File: config.mk
export PLATFORM = sky130hd
export DESIGN_NAME = mem_access_stage_flat
export DESIGN_NICKNAME = d
export VERILOG_FILES = /design/src/rtl/mem_stage_pkg.sv /design/src/rtl/mem_access_stage_if.sv /design/src/rtl/mem_wb_reg.sv /design/src/rtl/mem_access_stage.sv /design/src/flat_wrapper.sv
export SDC_FILE = /design/constraint.sdc
export NUM_CORES = 1
export LEC_CHECK = 0
export ABC_AREA = 1
export CAP_MARGIN = 25
export CELL_PAD_IN_SITES_DETAIL_PLACEMENT = 0
export CELL_PAD_IN_SITES_GLOBAL_PLACEMENT = 1
export CORE_MARGIN = 1
export CORE_UTILIZATION = 21
export DETAILED_ROUTE_END_ITERATION = 16
export PLACE_DENSITY = 0.78
export SLEW_MARGIN = 20
export SYNTH_ARGS = -nofsm -noshare
export SYNTH_HDL_FRONTEND = slang
export SYNTH_SLANG_ARGS = --single-unit
File: constraint.sdc
create_clock -name clk -period 1.2 [get_ports clk]
set_clock_uncertainty 0.05 [all_clocks]
set_input_delay 0.24 -clock clk [delete_from_list [all_inputs] [get_ports clk]]
set_output_delay 0.24 -clock clk [all_outputs]
set_load 0.02 [all_outputs]
File: src/rtl/mem_stage_pkg.sv
// mem_stage_pkg: shared definitions for the MEM pipeline stage.
//   state_e         - access FSM encoding (IDLE = 0, WAIT = 1)
//   WORD_ALIGN_MASK - clears the byte-offset bits of a word address
//   BUBBLE_CTRL     - {RegWrite, MemToReg} value loaded into MEM/WB for a bubble
package mem_stage_pkg;

    typedef enum logic {
        IDLE = 1'b0,
        WAIT = 1'b1
    } state_e;

    localparam logic [63:0] WORD_ALIGN_MASK = ~64'd3;

    localparam logic [1:0] BUBBLE_CTRL = 2'b00;

endpackage

File: src/rtl/mem_access_stage_if.sv
// mem_access_stage_if: data-memory request/acknowledge bus.
//   memReq   - request, held high for the whole access
//   memWe    - 1 = store
//   memAddr  - word-aligned address
//   memWdata - store data
//   memRdata - load data, valid in the hit cycle or the memAck cycle
//   memAck   - completion of a miss access
// Modports: master = MEM stage, slave = memory.
interface mem_access_stage_if #(
    parameter int ADDR_W = 32,
    parameter int DATA_W = 32
);
    logic              memReq;
    logic              memWe;
    logic [ADDR_W-1:0] memAddr;
    logic [DATA_W-1:0] memWdata;
    logic [DATA_W-1:0] memRdata;
    logic              memAck;

    modport master (
        output memReq, memWe, memAddr, memWdata,
        input  memRdata, memAck
    );

    modport slave (
        input  memReq, memWe, memAddr, memWdata,
        output memRdata, memAck
    );
endinterface

File: src/rtl/mem_wb_reg.sv
// mem_wb_reg: MEM/WB pipeline register.
//   clk, resetN     - clock, asynchronous active-low reset (all outputs to 0)
//   bubble          - load a bubble (no register write, all fields cleared)
//   read_data, alu_result, write_reg, reg_write, mem_to_reg - captured values
//   readDataOut, ALUResultOut, writeRegOut, RegWriteOut, MemToRegOut - outputs
module mem_wb_reg
    import mem_stage_pkg::*;
#(
    parameter int DATA_W = 32
) (
    input  logic              clk,
    input  logic              resetN,
    input  logic              bubble,
    input  logic [DATA_W-1:0] read_data,
    input  logic [DATA_W-1:0] alu_result,
    input  logic [4:0]        write_reg,
    input  logic              reg_write,
    input  logic              mem_to_reg,
    output logic [DATA_W-1:0] readDataOut,
    output logic [DATA_W-1:0] ALUResultOut,
    output logic [4:0]        writeRegOut,
    output logic              RegWriteOut,
    output logic              MemToRegOut
);

    logic [DATA_W-1:0] read_data_d, read_data_q;
    logic [DATA_W-1:0] alu_result_d, alu_result_q;
    logic [4:0]        write_reg_d, write_reg_q;
    logic              reg_write_d, reg_write_q;
    logic              mem_to_reg_d, mem_to_reg_q;

    always_comb begin
        read_data_d  = read_data;
        alu_result_d = alu_result;
        write_reg_d  = write_reg;
        reg_write_d  = reg_write;
        mem_to_reg_d = mem_to_reg;
        if (bubble) begin
            read_data_d                 = '0;
            alu_result_d                = '0;
            write_reg_d                 = '0;
            {reg_write_d, mem_to_reg_d} = BUBBLE_CTRL;
        end
    end

    always_ff @(posedge clk or negedge resetN) begin
        if (!resetN) begin
            read_data_q  <= '0;
            alu_result_q <= '0;
            write_reg_q  <= '0;
            reg_write_q  <= 1'b0;
            mem_to_reg_q <= 1'b0;
        end else begin
            read_data_q  <= read_data_d;
            alu_result_q <= alu_result_d;
            write_reg_q  <= write_reg_d;
            reg_write_q  <= reg_write_d;
            mem_to_reg_q <= mem_to_reg_d;
        end
    end

    assign readDataOut  = read_data_q;
    assign ALUResultOut = alu_result_q;
    assign writeRegOut  = write_reg_q;
    assign RegWriteOut  = reg_write_q;
    assign MemToRegOut  = mem_to_reg_q;

endmodule

File: src/rtl/mem_access_stage.sv
// mem_access_stage: MEM pipeline stage between the EX/MEM register and WB.
// Issues loads/stores (single cycle on hit, req/ack handshake with stall on
// miss), resolves the branch and fills the MEM/WB register.
//   clk, resetN                 - clock, asynchronous active-low reset
//   hit, branchTarget, zeroFlag, ALUResult, readData2, writeReg,
//   MemRead, MemWrite, Branch, RegWrite, MemToReg - EX/MEM register outputs
//   mem                         - data-memory bus (master side)
//   stall                       - freeze PC, IF/ID, ID/EX, EX/MEM
//   pcSrc, branchTargetOut      - branch decision and target to the PC mux
//   readDataOut, ALUResultOut, writeRegOut, RegWriteOut, MemToRegOut - MEM/WB
//   memErr                      - sticky timeout error
// Optional feature: define MEM_TIMEOUT_EN to force completion of an access
// after TIMEOUT_CYCLES WAIT cycles without memAck (sets memErr).
module mem_access_stage
    import mem_stage_pkg::*;
#(
    parameter int          ADDR_W         = 32,
    parameter int          DATA_W         = 32,
    parameter int unsigned TIMEOUT_CYCLES = 16
) (
    input  logic              clk,
    input  logic              resetN,
    input  logic              hit,
    input  logic [ADDR_W-1:0] branchTarget,
    input  logic              zeroFlag,
    input  logic [DATA_W-1:0] ALUResult,
    input  logic [DATA_W-1:0] readData2,
    input  logic [4:0]        writeReg,
    input  logic              MemRead,
    input  logic              MemWrite,
    input  logic              Branch,
    input  logic              RegWrite,
    input  logic              MemToReg,
    mem_access_stage_if.master mem,
    output logic              stall,
    output logic              pcSrc,
    output logic [ADDR_W-1:0] branchTargetOut,
    output logic [DATA_W-1:0] readDataOut,
    output logic [DATA_W-1:0] ALUResultOut,
    output logic [4:0]        writeRegOut,
    output logic              RegWriteOut,
    output logic              MemToRegOut,
    output logic              memErr
);

    state_e            state_q, state_d;
    logic              access, is_load;
    logic              mem_req, stall_int, bubble, tmo_expired;
    logic [DATA_W-1:0] cap_rdata;

    assign access  = MemRead | MemWrite;
    // Both MemRead and MemWrite set is treated as a store.
    assign is_load = MemRead & ~MemWrite;

    always_comb begin
        state_d   = state_q;
        mem_req   = 1'b0;
        stall_int = 1'b0;
        bubble    = 1'b0;
        cap_rdata = '0;
        case (state_q)
            IDLE: begin
                if (access) begin
                    mem_req = 1'b1;
                    if (hit) begin
                        cap_rdata = is_load ? mem.memRdata : '0;
                    end else begin
                        stall_int = 1'b1;
                        bubble    = 1'b1;
                        state_d   = WAIT;
                    end
                end
            end
            WAIT: begin
                mem_req = 1'b1;
                if (mem.memAck) begin
                    cap_rdata = is_load ? mem.memRdata : '0;
                    state_d   = IDLE;
                end else if (tmo_expired) begin
                    // Forced completion: instruction retires with no load data.
                    state_d = IDLE;
                end else begin
                    stall_int = 1'b1;
                    bubble    = 1'b1;
                end
            end
            default: state_d = IDLE;
        endcase
    end

    always_ff @(posedge clk or negedge resetN) begin
        if (!resetN) state_q <= IDLE;
        else         state_q <= state_d;
    end

`ifdef MEM_TIMEOUT_EN
    localparam int unsigned CNT_W = $clog2(TIMEOUT_CYCLES + 1);

    logic [CNT_W-1:0] tmo_cnt_d, tmo_cnt_q;
    logic             mem_err_d, mem_err_q;

    // Counter holds the number of WAIT cycles already spent; the current
    // cycle is the last one allowed when it reaches TIMEOUT_CYCLES-1.
    assign tmo_expired = (state_q == WAIT) &&
                         (tmo_cnt_q == CNT_W'(TIMEOUT_CYCLES - 1));

    always_comb begin
        tmo_cnt_d = '0;
        mem_err_d = mem_err_q;
        if (state_q == WAIT && state_d == WAIT) tmo_cnt_d = tmo_cnt_q + 1'b1;
        if (tmo_expired && !mem.memAck)         mem_err_d = 1'b1;
    end

    always_ff @(posedge clk or negedge resetN) begin
        if (!resetN) begin
            tmo_cnt_q <= '0;
            mem_err_q <= 1'b0;
        end else begin
            tmo_cnt_q <= tmo_cnt_d;
            mem_err_q <= mem_err_d;
        end
    end

    assign memErr = mem_err_q;
`else
    assign tmo_expired = 1'b0;
    assign memErr      = 1'b0;
`endif

    // Request and stall are combinational from IDLE, so gate them with reset
    // to make them drop immediately when resetN falls.
    assign mem.memReq   = mem_req & resetN;
    assign stall        = stall_int & resetN;
    assign mem.memWe    = MemWrite & mem.memReq;
    assign mem.memAddr  = ADDR_W'(ALUResult) & WORD_ALIGN_MASK[ADDR_W-1:0];
    assign mem.memWdata = readData2;

    assign pcSrc           = Branch & zeroFlag;
    assign branchTargetOut = branchTarget;

    mem_wb_reg #(
        .DATA_W(DATA_W)
    ) u_mem_wb_reg (
        .clk         (clk),
        .resetN      (resetN),
        .bubble      (bubble),
        .read_data   (cap_rdata),
        .alu_result  (ALUResult),
        .write_reg   (writeReg),
        .reg_write   (RegWrite),
        .mem_to_reg  (MemToReg),
        .readDataOut (readDataOut),
        .ALUResultOut(ALUResultOut),
        .writeRegOut (writeRegOut),
        .RegWriteOut (RegWriteOut),
        .MemToRegOut (MemToRegOut)
    );

endmodule
File: src/flat_wrapper.sv
// flat-port wrapper written by rule: the top's interface ports become plain ports
module mem_access_stage_flat import mem_stage_pkg::*;
#(
    parameter int          ADDR_W         = 32,
    parameter int          DATA_W         = 32,
    parameter int unsigned TIMEOUT_CYCLES = 16
)
  (clk, resetN, hit, branchTarget, zeroFlag, ALUResult, readData2, writeReg, MemRead, MemWrite, Branch, RegWrite, MemToReg, stall, pcSrc, branchTargetOut, readDataOut, ALUResultOut, writeRegOut, RegWriteOut, MemToRegOut, memErr, mem_memReq, mem_memWe, mem_memAddr, mem_memWdata, mem_memRdata, mem_memAck);
  mem_access_stage_if #(.ADDR_W(ADDR_W), .DATA_W(DATA_W)) mem_i ();
  input  logic clk;
  input  logic resetN;
  input  logic hit;
  input  logic [ADDR_W-1:0] branchTarget;
  input  logic zeroFlag;
  input  logic [DATA_W-1:0] ALUResult;
  input  logic [DATA_W-1:0] readData2;
  input  logic [4:0] writeReg;
  input  logic MemRead;
  input  logic MemWrite;
  input  logic Branch;
  input  logic RegWrite;
  input  logic MemToReg;
  output logic stall;
  output logic pcSrc;
  output logic [ADDR_W-1:0] branchTargetOut;
  output logic [DATA_W-1:0] readDataOut;
  output logic [DATA_W-1:0] ALUResultOut;
  output logic [4:0] writeRegOut;
  output logic RegWriteOut;
  output logic MemToRegOut;
  output logic memErr;
  output wire logic [$bits(mem_i.memReq)-1:0] mem_memReq;
  output wire logic [$bits(mem_i.memWe)-1:0] mem_memWe;
  output wire logic [$bits(mem_i.memAddr)-1:0] mem_memAddr;
  output wire logic [$bits(mem_i.memWdata)-1:0] mem_memWdata;
  input wire logic [$bits(mem_i.memRdata)-1:0] mem_memRdata;
  input wire logic [$bits(mem_i.memAck)-1:0] mem_memAck;
  assign mem_memReq = mem_i.memReq;
  assign mem_memWe = mem_i.memWe;
  assign mem_memAddr = mem_i.memAddr;
  assign mem_memWdata = mem_i.memWdata;
  assign mem_i.memRdata = mem_memRdata;
  assign mem_i.memAck = mem_memAck;
  mem_access_stage #(.ADDR_W(ADDR_W), .DATA_W(DATA_W), .TIMEOUT_CYCLES(TIMEOUT_CYCLES)) u_core (.clk(clk), .resetN(resetN), .hit(hit), .branchTarget(branchTarget), .zeroFlag(zeroFlag), .ALUResult(ALUResult), .readData2(readData2), .writeReg(writeReg), .MemRead(MemRead), .MemWrite(MemWrite), .Branch(Branch), .RegWrite(RegWrite), .MemToReg(MemToReg), .mem(mem_i), .stall(stall), .pcSrc(pcSrc), .branchTargetOut(branchTargetOut), .readDataOut(readDataOut), .ALUResultOut(ALUResultOut), .writeRegOut(writeRegOut), .RegWriteOut(RegWriteOut), .MemToRegOut(MemToRegOut), .memErr(memErr));
endmodule
==> results by group, run 1 <==
Global routing
  • Largest net degree at the start of global routing: 72
  • Vias in the first global route: 2693
  • GRT overflow: 0
  • All-Layer GR Usage: a little under an eighth
  • First-pass GRT wire length: between 10 and 15 mm
  • Initial antenna violation count: 0

Critical path
  • Critical Path Start Type: flop
  • Worst-path fanout max: 2
  • CP required: approximately 0.91 ns
  • Crit path kind: flop to output port
  • Arrival @ worst endpoint: 1.26 ns
  • Setup crit end kind: output port

Synthesis
  • Cells after synthesis: roughly 350
  • Distinct cells, synth: 15
  • Top post-synthesis cells by area: dfrtp_1, buf_4, inv_1, nand3_1, a21oi_1
  • Area leader, netlist: dfrtp_1
  • Syn. warnings: 0
  • Top cell type's share of synthesized area: between 50% and 60%
  • Post-Syn Area: roughly 0.0034 mm2
  • Seq/Total Area, Yosys: 52.7%
  • Post-synthesis area per instance: approximately 9.8 um2
  • Synthesis-stage register bit count: slightly above 70

Final layout
  • Ant diodes: 0
  • Fillers: around 1700
  • Area taken by multi-input logic gates: 632 um2
  • Fraction of layout cells with a size suffix above 1: between 30 and 40%
  • Sequential cell area: approximately 0.0018 mm2
  • Syn-to-layout area delta: 38.6%
  • Most frequent cells in the layout: buf_2, clkdlybuf4s50_1, dfrtp_1
  • Post-layout nets: ~590
  • Commonest non-fill, non-tap cell in the layout: buf_2
  • Final core utilization: 29.8%
  • Fin area: about 0.0047 mm2

STA
  • Max Fclk: between 600 and 700 MHz
  • Number of setup violations in the final report: 74
  • Tmin final: ~1.5 ns
  • RSZ-0062 raised after global routing: true
  • Final hold slack: -0.0126 ns
  • Final worst-path cycle share: 129%
  • Slew Viols, Final: 0
  • Min setup slack post-route: -0.347 ns
  • Final hold violation count: 35

Clocking
  • Sink Count: 72
  • H-tree depth: 3
  • Worst-path clk slew: 0.06 ns
  • CTS tree: done
  • Clk buf depth: 2
  • Root buf cell: clkbuf_16
  • Clk_lat worst skew: 0.33 ns
  • Num CTS Buffers: 9

Routing
  • First-pass detailed-route iteration total: 4
  • DRC: 0
  • Routed len/inst: roughly 14 um
  • Drt total wl: roughly 9.7 mm
  • Vias per cell: a little under 4
  • DRT antenna net count: 0
  • Via Count: ~2600
  • Initial DRC Count: 50

Pwr
  • Pwr/cell area: 1470 mW/mm2
  • Pwr Total: 0.00695 W
  • Leak pwr: 2.48 nW
  • Peak VDD IR: ~0.00054 V

Floorplan
  • Row count: 46
  • Starting density of the core: 21.5%
  • Die area: approximately 0.017 mm2
  • Chip Height: between 100 and 150 um
  • IO Pins: roughly 320
  • CORE AREA: roughly 0.016 mm2
  • DIE WIDTH: 130 um

Worst hold path
  • Worst min path class: primary input to asynchronous set/reset pin

Place
  • DP HPWL: around 6.9 mm
  • Port bufs: 183
  • GP Congestion: approximately 0.66
  • Cell Area, Placed: approximately 0.0048 mm2

Job
  • Max-Cap Viols: 0

Run status
  • Status: complete, but fails checks
  • Failing checks: hold timing, setup timing
-- logic make-up (layout without fill, tap and decap cells) --
group                  Yosys count  after routing  synth area share (%)
DFF                             72             72                  52.7
AOI/OAI and AO/OA               39             39                  6.91
buffers and inverters          162            267                  30.3
other                            1              3                 0.110
and+or+nand+nor                 74             74                  10.0
-- cells in the mapped netlist, drive strengths merged --
library cell / n
buf: 115
dfrtp: 72
inv: 47
a21oi: 39
nor2: 35
nand3: 32
nand2: 7
conb: 1
-- worst paths after layout --
kind	startpoint	end	slack [ns]	cells past startpoint
min	resetN	u_core.u_mem_wb_reg.ALUResultOut[29]	-0.01	2
min reg2reg	u_core.state_q	u_core.state_q	0.78	6
max reg2reg	u_core.state_q	u_core.u_mem_wb_reg.ALUResultOut[2]	-0.13	5
max	u_core.state_q	stall	-0.35	6
min in group clk	ALUResult[8]	u_core.u_mem_wb_reg.ALUResultOut[8]	0.14	3
max in group asynchronous	resetN	u_core.u_mem_wb_reg.ALUResultOut[2]	0.74	2
-- registers in the layout, summed over array words and instances, names as in the netlist --
signal,flops
u_core.state_q,1
u_core.u_mem_wb_reg.readDataOut,32
u_core.u_mem_wb_reg.RegWriteOut,1
u_core.u_mem_wb_reg.ALUResultOut,32
u_core.u_mem_wb_reg.MemToRegOut,1
u_core.u_mem_wb_reg.writeRegOut,5
-- per-layer routing --
layer  global-route usage (%)  share of wire [%]  up-vias
li1                         -                  -     1168
met1                     12.2                 39     1221
met2                     18.6                 46      170
met3                     5.53                 12       38
met4                     8.00                3.7        0
met5                        0                  0        -
-- worst max-delay path, cell delays in order, from the launching register on --
cell,delay [ns]
dfrtp_1,0.40
buf_4,0.14
nand2_2,0.07
nand2_4,0.08
nand2_4,0.08
nor2_4,0.03
buf_6,0.12
-- cell type report --
class	count	area share, %
flip-flops and latches	72	38.0
clock inverters	5	1.19
clock buffers	11	5.12
inverters	47	3.72
well taps	216	5.70
multi-input cells	116	13.3
repair buffers	204	32.9
-- per-stage QoR --
step / setup TNS [ns] / hold slack (ns) / std cells / worst slack, ns
after global routing: -10.95 / 0.0319 / 671 / -0.396
after global placement: -60.71 / 0.340 / 653 / -0.803
after CTS: -20.29 / 0.00564 / 671 / -0.381
final: -6.46 / -0.0126 / 671 / -0.347
after detailed placement: -63.35 / 0.354 / 653 / -0.816
after floorplan: 0 / -0.106 / 350 / 0.0350
-- power by group --
part           internal [W]  total [W]  switching [W]  leakage [nW]
logic              0.000644    0.00158       0.000939          1.39
clock network       0.00166    0.00268        0.00102         0.145
registers           0.00263    0.00269      0.0000546         0.941
total               0.00494    0.00695        0.00201          2.48
-- repair_timing --
action                                  CTS  global route
setup buffers                             2             0
hold buffers                              0             0
endpoints found under the setup margin  175            83
gates resized for setup                 440            16
pin swaps                                 3             2
Power figures use the tool's default switching activity.
==> inputs of run 2 (changes only) <==
--- a/config.mk
+++ b/config.mk
@@ -9,7 +9,7 @@
 export CAP_MARGIN = 25
 export CELL_PAD_IN_SITES_DETAIL_PLACEMENT = 0
 export CELL_PAD_IN_SITES_GLOBAL_PLACEMENT = 1
-export CORE_MARGIN = 1
+export CORE_MARGIN = 2
 export CORE_UTILIZATION = 21
 export DETAILED_ROUTE_END_ITERATION = 16
 export PLACE_DENSITY = 0.78
==> results by group, run 2 (synthesis results as in run 1) <==
Run status
  • Status: complete, but fails checks
  • Failing checks: hold timing, setup timing

Routing
  • DRT antenna net count: 0
  • DRC: 0
  • Drt total wl: around 11 mm
  • Via Count: roughly 2700
  • Vias per cell: between 3 and 4
  • Initial DRC Count: between 70 and 80
  • Routed len/inst: between 15 and 20 um
  • First-pass detailed-route iteration total: 4

Pwr
  • Clock network fraction of design power: a little over a third
  • Sw Share: just under 30%
  • P_int: about 0.0053 W
  • Combinational Power Share: 29.6%
  • Pwr/cell area: approximately 1400 mW/mm2
  • Part of the power in registers: 35.5%
  • Peak VDD IR: 0.000611 V
  • Sw power: between 0.002 and 0.0025 W
  • Leak pwr: approximately 2.7 nW

Floorplan
  • Row count: between 40 and 50
  • Starting density of the core: between 20% and 30%
  • IO Pins: between 300 and 400
  • Chip Height: 132 um
  • DIE WIDTH: approximately 130 um
  • Die area: 0.0173 mm2
  • CORE AREA: about 0.016 mm2

Place
  • DP HPWL: between 6 and 7 mm
  • Port bufs: between 150 and 200
  • Dpl cells: around 660
  • Cell Area, Placed: 0.00483 mm2
  • GP Congestion: 0.781

STA
  • Number of setup violations in the final report: 74
  • Slew Viols, Final: 0
  • Tmin final: 1.56 ns
  • Worst slew margin: around 63%
  • Max Fclk: 642 MHz
  • RSZ-0062 raised after global routing: true
  • Final worst-path cycle share: 130%
  • Slew @ Worst Pin: approximately 0.56 ns
  • Final hold violation count: 10
  • Min setup slack post-route: -0.358 ns
  • Setup TNS: -14.67 ns
  • Final hold slack: -0.0210 ns

Clocking
  • Root buf cell: clkbuf_16
  • H-tree depth: 3
  • Num CTS Buffers: 9
  • Clk_lat worst skew: between 0.3 and 0.4 ns
  • Clk buf depth: 2
  • Sink Count: between 70 and 80
  • Worst-path clk slew: ~0.060 ns
  • CTS tree: done

Worst hold path
  • Worst min path class: primary input to asynchronous set/reset pin

Critical path
  • CP required: slightly above 0.9 ns
  • FF-to-FF Start: u_core.state_q
  • Arrival @ worst endpoint: around 1.3 ns
  • CP max stage delay: about 0.37 ns
  • Worst-path fanout max: 3
  • R2R depth: 5
  • Setup crit end kind: output port
  • RR Endpoint: u_core.u_mem_wb_reg.ALUResultOut[16]
  • CP Cell Sequence: inv_2 -> buf_12 -> nand2_8 -> nand2_4 -> nor2_4 -> buf_6
  • Critical Path Start Type: flop
  • Critical-path top delay cell: dfrtp_1
  • Crit path kind: flop to output port
  • R2R Setup Slk: -0.27 ns

Final layout
  • Fraction of layout cells with a size suffix above 1: 43.9%
  • Ant diodes: 0
  • Syn-to-layout area delta: 53.3%
  • Commonest non-fill, non-tap cell in the layout: buf_2
  • Fin area: 0.00525 mm2
  • Most frequent cells in the layout: buf_2, clkdlybuf4s50_1, dfrtp_1
  • Non-Filler Instances: a little under 700
  • Post-layout nets: between 600 and 700
  • Final core utilization: between 30% and 40%

Global routing
  • Vias in the first global route: approximately 2900
  • GR Layer Usage met1: around 15%
  • Initial antenna violation count: 0
  • All-Layer GR Usage: approximately an eighth
  • Grt met3 use: around 6%
  • GRT overflow: 0
  • GRT busiest layer: met2
  • Largest net degree at the start of global routing: 43
  • Grt met2 use: 20.1%
  • First-pass GRT wire length: approximately 17 mm

Job
  • Max-Cap Viols: 0
run 2: power by group through the flow:
stage,combinational (W),sequential [W],clock (W)
finish,0.00224,0.00269,0.00264
global route,0.00238,0.00271,0.00285
CTS,0.00218,0.00269,0.00274
detailed placement,0.00176,0.00274,0
global placement,0.00174,0.00274,0
floorplan,0.000893,0.00300,0
run 2: how the worst max path moves through the flow:
stage,start,endpoint,slack [ns]
2_1_floorplan,u_core.state_q,mem_memWe,0.04
5_1_grt,u_core.state_q,stall,-0.41
3_5_place_dp,MemWrite,mem_memWe,-0.79
3_3_place_gp,MemWrite,stall,-0.79
4_1_cts,u_core.state_q,mem_memReq,-0.39
6_report,u_core.state_q,stall,-0.36
run 2: metrics by stage:
stage                     total power [W]  hold slack [ns]  setup slack (ns)
final                             0.00756          -0.0210            -0.358
after global routing              0.00794           0.0377            -0.407
after CTS                         0.00762          0.00103            -0.387
after detailed placement          0.00450            0.311            -0.788
after global placement            0.00448            0.299            -0.793
after floorplan                   0.00390           -0.106            0.0350
run 2: timing repair:
| action | in CTS | in global routing |
|---|---|---|
| hold buffers | 1 | 0 |
| hold endpoints to repair | 30 | 0 |
| gates cloned | 10 | 0 |
| gates resized for setup | 468 | 47 |
| setup endpoints to repair | 176 | 89 |
| pin swaps | 3 | 5 |
| buffers inserted | 5 | 1 |
run 2: area by class of cell:
| cell class | count | area (um2) |
|---|---|---|
| multi-input cells | 116 | 739 |
| fillers | 1666 | 10600 |
| inverters | 47 | 176 |
| clock inverters | 6 | 61.3 |
| well taps | 216 | 270 |
| clock buffers | 9 | 225 |
| repair buffers | 221 | 1970 |
| flip-flops and latches | 72 | 1800 |
run 2: worst max-delay path, delay by kind of cell (launching register included):
| kind | cells | cell delay (ns) |
|---|---|---|
| simple gates | 3 | 0.23 |
| flops | 1 | 0.37 |
| buf+inv | 3 | 0.32 |
run 2: metal layers:
layer	part of all wire (%)	vias up	wire (um)
met5	0	-	0
met4	4.8	0	536
met3	9.7	36	1080
met2	45	193	5060
met1	40	1254	4480
li1	-	1203	-
